`src/rtl/pipe_skid_reg_pkg.sv`:
```
// -----------------------------------------------------------------------------
// pipe_skid_reg_pkg
// Shared definitions for the elastic IF/ID stage register: default widths,
// bubble values, the occupancy/state encoding and a packed {instr, pc} entry.
// No ports (package).
// -----------------------------------------------------------------------------
package pipe_skid_reg_pkg;

   localparam int          INSTR_W_DEF   = 32;
   localparam int          ADDR_W_DEF    = 32;
   localparam logic [31:0] NOP_INSTR_DEF = 32'h0000_0013;  // addi x0,x0,0
   localparam logic [31:0] RESET_PC_DEF  = 32'h0000_0000;

   // State value doubles as the occupancy count presented on the port.
   typedef enum logic [1:0] {
      ST_EMPTY = 2'd0,
      ST_ONE   = 2'd1,
      ST_FULL  = 2'd2
   } state_e;

   typedef struct packed {
      logic [INSTR_W_DEF-1:0] instr;
      logic [ADDR_W_DEF-1:0]  pc;
   } entry_t;

endpackage

```
`src/rtl/pipe_skid_reg_if.sv`:
```
// -----------------------------------------------------------------------------
// pipe_skid_reg_if
// Handshake bundle for pipe_skid_reg.
//   flush                      : synchronous kill of held entries and same-cycle input
//   in_valid/in_ready          : upstream handshake
//   in_instr/in_pc             : upstream entry
//   out_valid/out_ready        : downstream handshake
//   out_instr/out_pc           : head entry (bubble when out_valid = 0)
//   occupancy                  : number of held entries, 0..2
// master = environment side (upstream producer + downstream consumer),
// slave  = the stage register itself.
// -----------------------------------------------------------------------------
interface pipe_skid_reg_if #(
   parameter int INSTR_W = 32,
   parameter int ADDR_W  = 32
);
   logic               flush;
   logic               in_valid;
   logic               in_ready;
   logic [INSTR_W-1:0] in_instr;
   logic [ADDR_W-1:0]  in_pc;
   logic               out_valid;
   logic               out_ready;
   logic [INSTR_W-1:0] out_instr;
   logic [ADDR_W-1:0]  out_pc;
   logic [1:0]         occupancy;

   modport master (
      output flush, in_valid, in_instr, in_pc, out_ready,
      input  in_ready, out_valid, out_instr, out_pc, occupancy
   );

   modport slave (
      input  flush, in_valid, in_instr, in_pc, out_ready,
      output in_ready, out_valid, out_instr, out_pc, occupancy
   );
endinterface

```
`src/rtl/pipe_slot_reg.sv`:
```
// -----------------------------------------------------------------------------
// pipe_slot_reg
// One entry-wide storage register with load enable and bubble load.
//   clk      : clock
//   rst      : async active-high reset, loads BUBBLE
//   load_i   : capture d_i
//   bubble_i : load BUBBLE (wins over load_i)
//   d_i      : entry to capture
//   q_o      : stored entry
// -----------------------------------------------------------------------------
module pipe_slot_reg #(
   parameter int           W      = 64,
   parameter logic [W-1:0] BUBBLE = '0
) (
   input  logic         clk,
   input  logic         rst,
   input  logic         load_i,
   input  logic         bubble_i,
   input  logic [W-1:0] d_i,
   output logic [W-1:0] q_o
);

   logic [W-1:0] slot_q;

   always_ff @(posedge clk or posedge rst) begin
      if (rst) begin
         slot_q <= BUBBLE;
      end else if (bubble_i) begin
         slot_q <= BUBBLE;
      end else if (load_i) begin
         slot_q <= d_i;
      end
   end

   assign q_o = slot_q;

endmodule

```
`src/rtl/pipe_skid_reg.sv`:
```
// -----------------------------------------------------------------------------
// pipe_skid_reg
// Elastic IF/ID stage register with a 2-entry skid buffer and flush.
//   clk : clock, all state updates on the rising edge
//   rst : asynchronous active-high reset
//   bus : pipe_skid_reg_if.slave (handshake, data, flush, occupancy)
// The main slot always drives the outputs; the skid slot only catches the
// entry accepted while the head is stalled, so in_ready depends on registered
// state alone and never on out_ready.
// -----------------------------------------------------------------------------
module pipe_skid_reg
   import pipe_skid_reg_pkg::*;
#(
   parameter int                 INSTR_W   = INSTR_W_DEF,
   parameter int                 ADDR_W    = ADDR_W_DEF,
   parameter logic [INSTR_W-1:0] NOP_INSTR = INSTR_W'(NOP_INSTR_DEF),
   parameter logic [ADDR_W-1:0]  RESET_PC  = ADDR_W'(RESET_PC_DEF)
) (
   input  logic          clk,
   input  logic          rst,
   pipe_skid_reg_if.slave bus
);

   localparam int           W      = INSTR_W + ADDR_W;
   localparam logic [W-1:0] BUBBLE = {NOP_INSTR, RESET_PC};

   state_e       state_q, state_d;
   logic         acc, pop;
   logic         main_load, main_bubble, skid_load, skid_bubble;
   logic [W-1:0] in_entry, main_d, main_q, skid_q;

   assign bus.in_ready  = (state_q != ST_FULL) & ~rst;
   assign bus.out_valid = (state_q != ST_EMPTY);
   assign bus.occupancy = state_q;

   assign acc      = bus.in_valid & bus.in_ready;
   assign pop      = bus.out_valid & bus.out_ready;
   assign in_entry = {bus.in_instr, bus.in_pc};

   // Slots only load on an accepted transfer, so input data with
   // in_valid = 0 never reaches storage.
   always_comb begin
      state_d     = state_q;
      main_d      = in_entry;
      main_load   = 1'b0;
      main_bubble = 1'b0;
      skid_load   = 1'b0;
      skid_bubble = 1'b0;
      if (bus.flush) begin
         // Same-cycle accept is dropped; same-cycle pop has already happened.
         state_d     = ST_EMPTY;
         main_bubble = 1'b1;
         skid_bubble = 1'b1;
      end else begin
         unique case (state_q)
            ST_EMPTY: begin
               if (acc) begin
                  main_load = 1'b1;
                  state_d   = ST_ONE;
               end
            end
            ST_ONE: begin
               if (acc && pop) begin
                  main_load = 1'b1;
               end else if (acc) begin
                  skid_load = 1'b1;
                  state_d   = ST_FULL;
               end else if (pop) begin
                  main_bubble = 1'b1;
                  state_d     = ST_EMPTY;
               end
            end
            ST_FULL: begin
               if (pop) begin
                  main_d      = skid_q;
                  main_load   = 1'b1;
                  skid_bubble = 1'b1;
                  state_d     = ST_ONE;
               end
            end
            default: begin
               state_d     = ST_EMPTY;
               main_bubble = 1'b1;
               skid_bubble = 1'b1;
            end
         endcase
      end
   end

   always_ff @(posedge clk or posedge rst) begin
      if (rst) begin
         state_q <= ST_EMPTY;
      end else begin
         state_q <= state_d;
      end
   end

   pipe_slot_reg #(.W(W), .BUBBLE(BUBBLE)) u_main (
      .clk      (clk),
      .rst      (rst),
      .load_i   (main_load),
      .bubble_i (main_bubble),
      .d_i      (main_d),
      .q_o      (main_q)
   );

   pipe_slot_reg #(.W(W), .BUBBLE(BUBBLE)) u_skid (
      .clk      (clk),
      .rst      (rst),
      .load_i   (skid_load),
      .bubble_i (skid_bubble),
      .d_i      (in_entry),
      .q_o      (skid_q)
   );

   assign bus.out_instr = main_q[W-1:ADDR_W];
   assign bus.out_pc    = main_q[ADDR_W-1:0];

endmodule

```
`src/flat_wrapper.sv`:
```
// flat-port wrapper written by rule: the top's interface ports become plain ports
module pipe_skid_reg_flat import pipe_skid_reg_pkg::*;
#(
   parameter int                 INSTR_W   = INSTR_W_DEF,
   parameter int                 ADDR_W    = ADDR_W_DEF,
   parameter logic [INSTR_W-1:0] NOP_INSTR = INSTR_W'(NOP_INSTR_DEF),
   parameter logic [ADDR_W-1:0]  RESET_PC  = ADDR_W'(RESET_PC_DEF)
)
  (clk, rst, bus_flush, bus_in_valid, bus_in_instr, bus_in_pc, bus_out_ready, bus_in_ready, bus_out_valid, bus_out_instr, bus_out_pc, bus_occupancy);
  pipe_skid_reg_if #(.INSTR_W(INSTR_W), .ADDR_W(ADDR_W)) bus_i ();
  input  logic clk;
  input  logic rst;
  input wire logic [$bits(bus_i.flush)-1:0] bus_flush;
  input wire logic [$bits(bus_i.in_valid)-1:0] bus_in_valid;
  input wire logic [$bits(bus_i.in_instr)-1:0] bus_in_instr;
  input wire logic [$bits(bus_i.in_pc)-1:0] bus_in_pc;
  input wire logic [$bits(bus_i.out_ready)-1:0] bus_out_ready;
  output wire logic [$bits(bus_i.in_ready)-1:0] bus_in_ready;
  output wire logic [$bits(bus_i.out_valid)-1:0] bus_out_valid;
  output wire logic [$bits(bus_i.out_instr)-1:0] bus_out_instr;
  output wire logic [$bits(bus_i.out_pc)-1:0] bus_out_pc;
  output wire logic [$bits(bus_i.occupancy)-1:0] bus_occupancy;
  assign bus_i.flush = bus_flush;
  assign bus_i.in_valid = bus_in_valid;
  assign bus_i.in_instr = bus_in_instr;
  assign bus_i.in_pc = bus_in_pc;
  assign bus_i.out_ready = bus_out_ready;
  assign bus_in_ready = bus_i.in_ready;
  assign bus_out_valid = bus_i.out_valid;
  assign bus_out_instr = bus_i.out_instr;
  assign bus_out_pc = bus_i.out_pc;
  assign bus_occupancy = bus_i.occupancy;
  pipe_skid_reg #(.INSTR_W(INSTR_W), .ADDR_W(ADDR_W), .NOP_INSTR(NOP_INSTR), .RESET_PC(RESET_PC)) u_core (.clk(clk), .rst(rst), .bus(bus_i));
endmodule
```
`config.mk`:
```
export PLATFORM = sky130hd
export DESIGN_NAME = pipe_skid_reg_flat
export DESIGN_NICKNAME = d
export VERILOG_FILES = /design/src/rtl/pipe_skid_reg_pkg.sv /design/src/rtl/pipe_skid_reg_if.sv /design/src/rtl/pipe_slot_reg.sv /design/src/rtl/pipe_skid_reg.sv /design/src/flat_wrapper.sv
export SDC_FILE = /design/constraint.sdc
export NUM_CORES = 1
export LEC_CHECK = 0
export CAP_MARGIN = 25
export CELL_PAD_IN_SITES_DETAIL_PLACEMENT = 1
export CELL_PAD_IN_SITES_GLOBAL_PLACEMENT = 1
export CORE_UTILIZATION = 30
export CTS_CLUSTER_SIZE = 14
export DETAILED_ROUTE_END_ITERATION = 7
export PLACE_DENSITY_LB_ADDON = 0.1
export SYNTH_ARGS = -nofsm -noshare
export SYNTH_HDL_FRONTEND = slang
export SYNTH_SLANG_ARGS = --single-unit
```
`constraint.sdc`:
```
create_clock -name clk -period 4.9 [get_ports clk]
set_input_delay 1.225 -clock clk [delete_from_list [all_inputs] [get_ports clk]]
set_output_delay 1.225 -clock clk [all_outputs]
set_load 0.01 [all_outputs]
```
==> impl_metrics.tcl <==
set metrics [dict create \
    drive_gt1_share_pct 15.0 \
    avgViaCountPerCell 5.13 \
    cts_hold_buf 0 \
    status "finished clean" \
    yosysTopAreaCell "dfrtp_1" \
    fmax_mhz 272 \
    fin_cells 767 \
    ys_ff_latch 130 \
    syn_area_mm2 0.00570 \
    crit_start "rst" \
    cts_tree "done" \
    finalSetupTns_ns 0 \
    numCtsBuffers 17 \
    drt.antenna.violating_nets 0 \
    post_drt_wl_per_cell_um 19.6 \
    synth-edff-count 0 \
    io_buffers 136 \
    synth_flop_cell "dfrtp_1" \
    clkLatencyLatePin_ns 0.41 \
    firstDrtPassIters 4 \
    peakVddDrop_v 0.000219 \
    fin_area_mm2 0.00781 \
    synth_area_per_cell_um2 14.4 \
    rows 50 \
    hp-start "u_core.u_main.q_o[36]$_DFFE_PP1P_" \
    start_kind "input pin" \
    synth_cells 396 \
    grt-ovfl-total 0 \
    cts_resized 0 \
    met2_usage_pct 25.6 \
    post_cts_buffers 0 \
    busiest_layer "met2" \
    nets 589 \
    ys_async_sr_fraction_pct 100 \
    die_h_um 140 \
    p_per_area_mw_per_mm2 356 \
    worstPathMaxFanout 6 \
    final_cell_mix "clkdlybuf4s50_1, dfrtp_1, mux2i_1, a22o_1, o2bb2ai_1" \
    leakage_nw 3.19 \
    fin_crit_ns 3.67 \
    detailed_place_hpwl_um 8810 \
    grtUsageTotal_pct 16.2 \
    ys_warn_count 0 \
    routed_wl_um 15000 \
    critPathArrivalTime_ns 2.45 \
    antenna_found_initial 0 \
    chipWidth_um 140 \
    reg2reg_from "u_core.bus.occupancy[0]$_DFFE_PP0P_" \
    rsz0062_at_grt "no" \
    timing.hold.worst.class "reg2reg" \
    design.die.area_mm2 0.0196 \
    end_kind "primary output" \
    area_growth_pct 36.9 \
    dp_slack_ns 1.18 \
    drt_iter0_drc 123 \
    finalHoldViolCount 0 \
    synthesis.nets 465 \
    place_congestion 0.716 \
    crit_type "in2out" \
    clock_sinks 130 \
    synth_top_area_share_pct 54.4 \
    grt_max_degree 75 \
    cts-root-buf "clkbuf_16" \
    fin_util_pct 41.9 \
    grt_pass1_wl_um 24600 \
    final-setup-viol-count 0 \
    max_cap_viol_count 0 \
    yosys-top-cells-area "dfrtp_1, mux2i_1, a22o_1, o2bb2ai_2, o2bb2ai_1" \
    met1_usage_pct 21.9 \
    slew_viol_final 0 \
    h-tree-depth 4 \
    grt.met3_usage_pct 3.79 \
    design.core.area_mm2 0.0186 \
    final_common_cell "clkdlybuf4s50_1" \
    synth_seq_area_share_pct 57.2 \
    worst_ep_required_time_ns 3.67 \
    postLayoutSetupSlackWorst_ns 1.23 \
    tightestPinTransition_ns 0.990 \
    route.detailed.drc 0 \
    cts.path.max_buffers 2 \
    yosysUniqueCellTypes 32 \
    slew-limit-headroom_pct 34.0 \
    io_pins 137 \
    path_clk_slew_ns 0.06 \
    place_area_mm2 0.00720 \
    vias 3938 \
    placed_cells 735 \
    antennaDiodeCount 0 \
    start_util_pct 30.6 \
    fin_crit_sh_pct 75.0 \
    first_global_vias 4398 \
    skew_ns 0.00978 \
]
critical path, stage by stage:
cell and delay, ns:
clkdlybuf4s50_1 0.53, nor2_1 0.16, clkdlybuf4s50_1 0.54
power breakdown:
part	switching, W	leakage, nW	internal [W]
combinational	0.000154	1.14	0.000160
clock	0.000492	0.283	0.000826
sequential	0.0000300	1.77	0.00112
total	0.000676	3.19	0.00210
stage by stage:
stage | power (W) | hold WS, ns
after floorplan | 0.00131 | 0.470
after global placement | 0.00148 | 0.456
after detailed placement | 0.00148 | 0.458
after CTS | 0.00283 | 0.468
after global routing | 0.00288 | 0.489
final | 0.00278 | 0.462
worst paths after layout:
kind | slack [ns] | end | cells past startpoint
hold / removal | 0.46 | u_core.u_main.q_o[36]$_DFFE_PP1P_ | 2
setup reg to reg | 2.63 | u_core.u_main.q_o[0]$_DFFE_PP0P_ | 5
hold reg to reg | 0.46 | u_core.u_main.q_o[36]$_DFFE_PP1P_ | 2
setup / recovery | 1.23 | bus_in_ready | 3
min in group asynchronous | 1.42 | u_core.u_skid.q_o[0]$_DFFE_PP0P_ | 2
max in group asynchronous | 2.53 | u_core.u_skid.q_o[36]$_DFFE_PP1P_ | 3
metal layers:
| layer | vias up | wire length [um] |
|---|---|---|
| met3 | 12 | 665 |
| li1 | 1769 | - |
| met5 | - | 0 |
| met1 | 2049 | 7250 |
| met4 | 0 | 167 |
| met2 | 108 | 6930 |
flip-flops by register name (all words and copies together), names as in the netlist:
name / flops
u_core.u_skid.q_o: 64
u_core.bus.occupancy: 2
u_core.u_main.q_o: 64
cell families (layout without fill, tap and decap cells):
family | Yosys count | after routing | synth area share [%]
buf+inv | 43 | 180 | 5.40
simple gates | 23 | 23 | 2.74
mux | 61 | 61 | 10.7
xor+xnor | 1 | 1 | 0.154
flops | 130 | 130 | 57.2
compound gates | 138 | 138 | 23.8
area by class of cell:
type	instances	area [um^2]
fill	1910	10800
clock buffer	19	453
tap	234	293
multi-input combinational	223	2150
inverter	7	28.8
clock inverter	13	159
sequential	130	3260
timing repair buffer	141	1460
cell usage after synthesis (4+ instances only):
| library cell | n |
|---|---|
| a21oi_1 | 4 |
| mux2i_1 | 61 |
| nor2_1 | 4 |
| a22o_1 | 61 |
| o21ai_1 | 4 |
| buf_6 | 15 |
| inv_1 | 7 |
| dfrtp_1 | 124 |
| o2bb2ai_2 | 30 |
| buf_2 | 18 |
| dfstp_2 | 6 |
| o2bb2ai_1 | 31 |
Power figures use the tool's default switching activity.
